--- src/rtl/snake_pkg.sv ---
// Shared encodings and grid limits for the snake autopilot.
// Wall avoidance is compiled in with AUTOPILOT_WALL_EN.
package snake_pkg;

  localparam int GRID_X_MAX   = 79;
  localparam int GRID_Y_MAX   = 59;
  localparam int PULSE_CYCLES = 2;
  localparam int HOLD_TIKS    = 2;

  typedef enum logic [1:0] {
    DIR_UP,
    DIR_DOWN,
    DIR_LEFT,
    DIR_RIGHT
  } dir_e;

  typedef enum logic [1:0] {
    TURN_NONE,
    TURN_CW,
    TURN_CCW
  } turn_e;

  typedef enum logic [2:0] {
    ST_IDLE,
    ST_WAIT_TIK,
    ST_DECIDE,
    ST_PULSE,
    ST_HOLD
  } state_e;

  function automatic logic onehot4(input logic [3:0] v);
    return (v != 4'd0) && ((v & (v - 4'd1)) == 4'd0);
  endfunction

endpackage

--- src/rtl/snake_autopilot_decide.sv ---
// Combinational turn chooser: heading {up,down,left,right} plus fruit offset -> turn.
// AUTOPILOT_WALL_EN adds a wall-avoidance override.
module snake_autopilot_decide
  import snake_pkg::*;
(
  input  logic [3:0] heading,
  input  logic [7:0] dx,
  input  logic [7:0] dy,
  input  logic [6:0] head_x,
  input  logic [6:0] head_y,
  output logic [1:0] turn
);

  dir_e              dir;
  logic              valid;
  logic signed [7:0] fwd;
  logic signed [7:0] lat;
  turn_e             fruit_turn;

  always_comb begin
    valid = onehot4(heading);
    dir   = DIR_RIGHT;
    if (valid) begin
      unique case (1'b1)
        heading[3]: dir = DIR_UP;
        heading[2]: dir = DIR_DOWN;
        heading[1]: dir = DIR_LEFT;
        default:    dir = DIR_RIGHT;
      endcase
    end
  end

  // fwd: progress along heading; lat: offset toward the clockwise side
  always_comb begin
    fwd = $signed(dx);
    lat = $signed(dy);
    unique case (dir)
      DIR_LEFT: begin
        fwd = -$signed(dx);
        lat = -$signed(dy);
      end
      DIR_UP: begin
        fwd = -$signed(dy);
        lat = $signed(dx);
      end
      DIR_DOWN: begin
        fwd = $signed(dy);
        lat = -$signed(dx);
      end
      default: begin
        fwd = $signed(dx);
        lat = $signed(dy);
      end
    endcase
  end

  always_comb begin
    fruit_turn = TURN_NONE;
    if (!valid)        fruit_turn = TURN_NONE;
    else if (fwd > 0)  fruit_turn = TURN_NONE;
    else if (lat > 0)  fruit_turn = TURN_CW;
    else if (lat < 0)  fruit_turn = TURN_CCW;
    else if (fwd == 0) fruit_turn = TURN_NONE;
    else               fruit_turn = TURN_CW;
  end

`ifdef AUTOPILOT_WALL_EN
  logic       at_wall;
  logic [6:0] cw_room;
  logic [6:0] ccw_room;

  always_comb begin
    at_wall  = 1'b0;
    cw_room  = 7'd0;
    ccw_room = 7'd0;
    unique case (dir)
      DIR_RIGHT: begin
        at_wall  = head_x == 7'(GRID_X_MAX);
        cw_room  = 7'(GRID_Y_MAX) - head_y;
        ccw_room = head_y;
      end
      DIR_LEFT: begin
        at_wall  = head_x == 7'd0;
        cw_room  = head_y;
        ccw_room = 7'(GRID_Y_MAX) - head_y;
      end
      DIR_UP: begin
        at_wall  = head_y == 7'd0;
        cw_room  = 7'(GRID_X_MAX) - head_x;
        ccw_room = head_x;
      end
      default: begin
        at_wall  = head_y == 7'(GRID_Y_MAX);
        cw_room  = head_x;
        ccw_room = 7'(GRID_X_MAX) - head_x;
      end
    endcase
  end

  always_comb begin
    turn = fruit_turn;
    if (valid && at_wall)
      turn = (cw_room >= ccw_room) ? TURN_CW : TURN_CCW;
  end
`else
  logic unused_head;
  assign unused_head = ^{head_x, head_y};

  always_comb begin
    turn = fruit_turn;
  end
`endif

endmodule

--- src/rtl/snake_autopilot.sv ---
// Attract-mode steering: one turn decision per game_tik, emitted as button pulses.
// AUTOPILOT_WALL_EN enables wall avoidance in the decide block.
module snake_autopilot
  import snake_pkg::*;
(
  input  logic       clock_25,
  input  logic       reset,
  input  logic       enable,
  input  logic       game_tik,
  input  logic [6:0] snake_head_x,
  input  logic [6:0] snake_head_y,
  input  logic [6:0] fruit_x,
  input  logic [6:0] fruit_y,
  input  logic       up,
  input  logic       down,
  input  logic       left,
  input  logic       right,
  output logic       right_P,
  output logic       left_P,
  output logic       busy,
  output logic       missed
);

  localparam int PCW = $clog2(PULSE_CYCLES + 1);
  localparam int TCW = $clog2(HOLD_TIKS + 2);

  state_e     state_q, state_d;
  logic [3:0] hd_q, hd_d;
  logic [7:0] dx_q, dx_d;
  logic [7:0] dy_q, dy_d;
  logic [6:0] hx_q, hx_d;
  logic [6:0] hy_q, hy_d;
  logic [PCW-1:0] pcnt_q, pcnt_d;
  logic [TCW-1:0] tcnt_q, tcnt_d;
  logic right_q, right_d;
  logic left_q, left_d;
  logic busy_q, busy_d;
  logic missed_q, missed_d;

  logic [3:0] hd_now;
  logic [1:0] turn_w;

  assign hd_now = {up, down, left, right};

  snake_autopilot_decide u_decide (
    .heading (hd_q),
    .dx      (dx_q),
    .dy      (dy_q),
    .head_x  (hx_q),
    .head_y  (hy_q),
    .turn    (turn_w)
  );

  always_comb begin
    state_d  = state_q;
    hd_d     = hd_q;
    dx_d     = dx_q;
    dy_d     = dy_q;
    hx_d     = hx_q;
    hy_d     = hy_q;
    pcnt_d   = pcnt_q;
    tcnt_d   = tcnt_q;
    right_d  = right_q;
    left_d   = left_q;
    busy_d   = busy_q;
    missed_d = missed_q;
    unique case (state_q)
      ST_IDLE: begin
        if (enable) state_d = ST_WAIT_TIK;
      end
      ST_WAIT_TIK: begin
        if (game_tik) begin
          hd_d    = hd_now;
          dx_d    = {1'b0, fruit_x} - {1'b0, snake_head_x};
          dy_d    = {1'b0, fruit_y} - {1'b0, snake_head_y};
          hx_d    = snake_head_x;
          hy_d    = snake_head_y;
          state_d = ST_DECIDE;
        end
      end
      ST_DECIDE: begin
        pcnt_d = '0;
        tcnt_d = '0;
        if (turn_w == TURN_NONE) begin
          state_d = ST_WAIT_TIK;
        end else begin
          right_d = turn_w == TURN_CW;
          left_d  = turn_w == TURN_CCW;
          busy_d  = 1'b1;
          state_d = ST_PULSE;
        end
      end
      ST_PULSE: begin
        if (game_tik) tcnt_d = tcnt_q + 1'b1;
        if (pcnt_q == PCW'(PULSE_CYCLES - 1)) begin
          right_d = 1'b0;
          left_d  = 1'b0;
          state_d = ST_HOLD;
        end else begin
          pcnt_d = pcnt_q + 1'b1;
        end
      end
      ST_HOLD: begin
        if (hd_now != hd_q) begin
          busy_d  = 1'b0;
          state_d = ST_WAIT_TIK;
        end else if (game_tik) begin
          tcnt_d = tcnt_q + 1'b1;
          if (tcnt_q + 1'b1 >= TCW'(HOLD_TIKS)) begin
            busy_d   = 1'b0;
            missed_d = 1'b1;
            state_d  = ST_WAIT_TIK;
          end
        end
      end
      default: begin
        state_d = ST_IDLE;
      end
    endcase
    // dropping enable aborts everything except the sticky miss flag
    if (!enable) begin
      right_d = 1'b0;
      left_d  = 1'b0;
      busy_d  = 1'b0;
      state_d = ST_IDLE;
    end
  end

  always_ff @(posedge clock_25) begin
    if (reset) begin
      state_q  <= ST_IDLE;
      hd_q     <= '0;
      dx_q     <= '0;
      dy_q     <= '0;
      hx_q     <= '0;
      hy_q     <= '0;
      pcnt_q   <= '0;
      tcnt_q   <= '0;
      right_q  <= 1'b0;
      left_q   <= 1'b0;
      busy_q   <= 1'b0;
      missed_q <= 1'b0;
    end else begin
      state_q  <= state_d;
      hd_q     <= hd_d;
      dx_q     <= dx_d;
      dy_q     <= dy_d;
      hx_q     <= hx_d;
      hy_q     <= hy_d;
      pcnt_q   <= pcnt_d;
      tcnt_q   <= tcnt_d;
      right_q  <= right_d;
      left_q   <= left_d;
      busy_q   <= busy_d;
      missed_q <= missed_d;
    end
  end

  assign right_P = right_q;
  assign left_P  = left_q;
  assign busy    = busy_q;
  assign missed  = missed_q;

endmodule
--- config.mk ---
export PLATFORM = sky130hd
export DESIGN_NAME = snake_autopilot
export DESIGN_NICKNAME = d
export VERILOG_FILES = /design/src/rtl/snake_pkg.sv /design/src/rtl/snake_autopilot_decide.sv /design/src/rtl/snake_autopilot.sv
export SDC_FILE = /design/constraint.sdc
export NUM_CORES = 1
export LEC_CHECK = 0
export ABC_AREA = 1
export ABC_CLOCK_PERIOD_IN_PS = 2450
export CORE_ASPECT_RATIO = 1.75
export CORE_MARGIN = 8
export CORE_UTILIZATION = 41
export DETAILED_ROUTE_END_ITERATION = 8
export SETUP_SLACK_MARGIN = 0.1
export SYNTH_ARGS = -nofsm -noshare
export SYNTH_HDL_FRONTEND = slang
export SYNTH_SLANG_ARGS = --single-unit
--- constraint.sdc ---
create_clock -name clock_25 -period 2.45 [get_ports clock_25]
set_input_delay 0.245 -clock clock_25 [delete_from_list [all_inputs] [get_ports clock_25]]
set_output_delay 0.245 -clock clock_25 [all_outputs]
set_load 0.01 [all_outputs]
==> results.md <==
- Hold Buf Count CTS: 0
- VDD IR max: 0.0003312 V
- Initial antenna violation count: 0
- Die Height: about 120 um
- H-tree depth: 2
- Switching portion of total power: 0.3268
- Sequential power share: 0.345
- Routed Antenna Nets: 0
- Overall global routing resource usage: 0.1613
- Syn. warnings: 0
- DIE AREA: 9360 um^2
- GPL Wtd Cong: 0.9234
- Netlist Area Pre-Place: 2639 um^2
- Clk sinks: 31
- I/O Buffers: 39
- Unrepaired setup endpoints after global routing: no
- Num CTS Buffers: 5
- Residual DRC count: 0
- Int Pwr: 1.081 mW
- Final Setup Violations: 0
- First-pass GRT wire length: between 10000 and 15000 um
- Clock Power Share: 0.325
- Crit-path cells: inv_1 -> ha_4 -> nand2_1 -> nor2_2 -> nand2_1 -> a31oi_1 -> o211ai_1 -> nor2_1 -> nand3_1 -> nand2_2 -> nand2_1 -> nand2_1 -> o21ai_1 -> a21oi_1
- Final period util: 0.8586
- Flop-to-flop setup slack: 0.35 ns
- Top-area cell type share of the netlist area: 0.2352
- Synth area leaders: dfxtp_1 (24%), nand2_1 (13%), inv_1 (9.5%), a21oi_1 (9.1%), ha_1 (8.1%)
- Post-Synth Adder-Cell Area: 0.09578
- Crit-path most repeated cell: nand2_1
- Grt ovf: 0
- Synth Area in Compound Gates: 0.1830
- Post-synth top area cell: dfxtp_1
- Synth-to-Final Area Change: 25.13%
- Routed wire length per instance: approximately 13 um
- Clock Skews: 0.008381 ns
- Layout fillers: 685
- Status: finished clean
- Detailed Place HPWL: 5877 um
- Root Buffer: clkbuf_8
- MaxCap Viol Count: 0
- Power density cells: 486.3 nW/um^2
- Count of cell types in the netlist: 32
- Clk_lat worst skew: 0.29 ns
- Crit start category: flip-flop
- Mapped Cells: 433
- Crit. Startpoint: dy_q[1]$_SDFFE_PP0P_
- Antenna diode instance count: 0
- Final WL: between 7000 and 8000 um
- 1st-iter DRT viols: around 180
- Post-Synth XOR/XNOR Area: 0.05642
- Num rows: 38
- Final #Nets: around 540
- Clock tree buffer depth: 2
- Core ar.: approximately 6200 um^2
- FF-to-FF Start: dy_q[1]$_SDFFE_PP0P_
- Final Hold Fails: 0
- Synth Area in Simple Gates: 0.3115
- Leakage: 1.654 nW
- Vias in the first global route: 2917
- Proportion of synthesized area in mux cells: 0
- Final slew viol count: 0
- Clk pin slew, worst setup/hold paths: about 0.07 ns
- NetSw: 0.5247 mW
- Ports: 40
- Worst EP required: 2.66 ns
- Top FF cell, synth: dfxtp_1
- Slew @ Worst Pin: 0.4704 ns
- Async SR Flop Fraction: 0
- Fmax: 0.4754 GHz
- Synthesized Nets: 488
- Worst min path class: reg -> reg
- Largest net degree at the start of global routing: 19
- Post-synthesis sequential area ratio: 0.2352
- EDFF count, synth: 0
- Relative slew slack: 0.6835
- Synth Register Bits: 31
- Pwr Total: 1.606 mW
- Slowest stage delay, CP: 0.34 ns
- Main combinational cell family by area after synthesis: simple AND/OR/NAND/NOR gates
- Hold_sp: right_P$_SDFFE_PP0P_
- Final min period: between 2 and 2.5 ns
- Mean post-synth cell area: 6.094 um^2
- CP Max Fanout: 4
- Initial Utilization: 0.4237
- Combinational share of power: 0.329
- Detailed Routing Iterations Pass 1: 4
- Arrival @ worst endpoint: roughly 2.3 ns
- Placed cell area: 3122 um^2
- Setup TNS: 0 ns
- Via Count: 2829
- Die width: 76.65 um
- Layout cells sized above 1: 0.09148
- Critical setup path kind: reg -> reg
- Routed vias/inst: 5.043
- Fin area: 3302 um^2
- CP endpoint kind: flip-flop
- CTS tree: yes
- Slowest CP cell: dfxtp_1
-- layout make-up --
cell class	count	area (um^2)	share of cell area
multi-input combinational	321	1733	0.5248
sequential	31	626.9	0.1898
timing repair buffer	46	442.9	0.1341
inverter	75	281.5	0.08526
tap	80	100.1	0.03031
clock buffer	6	82.58	0.02501
clock inverter	2	35.03	0.01061
-- power groups by stage --
stage	Sequential, mW	Combinational, mW	Clock, mW
after detailed placement	0.564	0.509	0
after global placement	0.564	0.505	0
final	0.555	0.529	0.522
after CTS	0.552	0.512	0.541
after floorplan	0.555	0.358	0
after global routing	0.558	0.609	0.559
-- flip-flops by register name, summed over array words and instances, names as in the netlist --
register / count
busy: 1
dx_q: 8
dy_q: 8
hd_q: 4
left_P: 1
missed: 1
pcnt_q: 2
right_P: 1
state_q: 3
tcnt_q: 2
-- stage by stage --
step / hold slack (ns) / util / instances / setup WS (ns)
2_1_floorplan: 0.4012 / - / 433 / 0.6273
3_3_place_gp: 0.4510 / 0.5012 / 549 / 0.1766
3_5_place_dp: 0.4570 / 0.5012 / 549 / 0.09585
4_1_cts: 0.4724 / 0.5201 / 557 / 0.2105
5_1_grt: 0.4922 / 0.5301 / 561 / 0.1055
6_report: 0.4696 / 0.5301 / 561 / 0.3464
-- layout by cell type, fill, tap and decap left out, types with 2 or more instances in the layout --
master and instances:
ha_1 15, a21oi_1 48, xnor2_1 4, nand2_1 91
nand3_1 28, fa_1 2, dfxtp_2 5, nor2_1 45
o21ai_0 34, nor2_2 2, xor2_1 13, clkdlybuf4s50_1 39
clkbuf_8 6, buf_4 7, a31oi_1 3, o21ai_2 2
nand2_2 5, inv_1 65, nand3_2 2, o21ai_1 3
nor3_1 5, nand4_1 8, dfxtp_1 26, inv_2 9
-- repair_timing --
action | 4_1_cts | 5_1_grt
endpoints found under the setup margin | 0 | 4
setup buffers | 0 | 4
resized for setup | 0 | 14
-- routing by layer --
| layer | share of wire | wire, um | vias up | track usage |
|---|---|---|---|---|
| li1 | - | - | 1500 | - |
| met5 | 0 | 0 | - | 0 |
| met2 | 0.51 | 3594 | 60 | 0.2929 |
| met3 | 0.035 | 247 | 21 | 0.03171 |
| met1 | 0.41 | 2918 | 1248 | 0.1652 |
| met4 | 0.042 | 293 | 0 | 0.1041 |
-- synthesized netlist by cell type (all sizes together) (3+ instances only) --
library cell and n:
nand2 96, inv 74, a21oi 49, nor2 47, o21ai 39, dfxtp 31
nand3 30, ha 17, xor2 13, nand4 8, clkbuf 5, nor3 5
xnor2 4, a31oi 3
-- cell families (layout without fill, tap and decap cells) --
family / count (synthesis) / after routing
and+or+nand+nor: 192 / 192
AOI/OAI and AO/OA: 93 / 93
buffers and inverters: 81 / 129
DFF: 31 / 31
adders and majority gates: 19 / 19
xor gates and xnor gates: 17 / 17
-- critical path: cells and delay by family, from the launching register on --
kind | cells | cell delay (ns)
flops | 1 | 0.34
fa+ha+maj | 1 | 0.16
simple gates | 8 | 0.76
compound gates | 4 | 0.64
buf+inv | 1 | 0.13
-- worst paths after layout --
path                                           endpoint  cells past startpoint
worst max register to register  state_q[1]$_SDFFE_PP0P_                     14
worst max-delay path            state_q[1]$_SDFFE_PP0P_                     14
worst min register to register     right_P$_SDFFE_PP0P_                      2
worst min-delay path               right_P$_SDFFE_PP0P_                      2
Power figures use the tool's default switching activity.
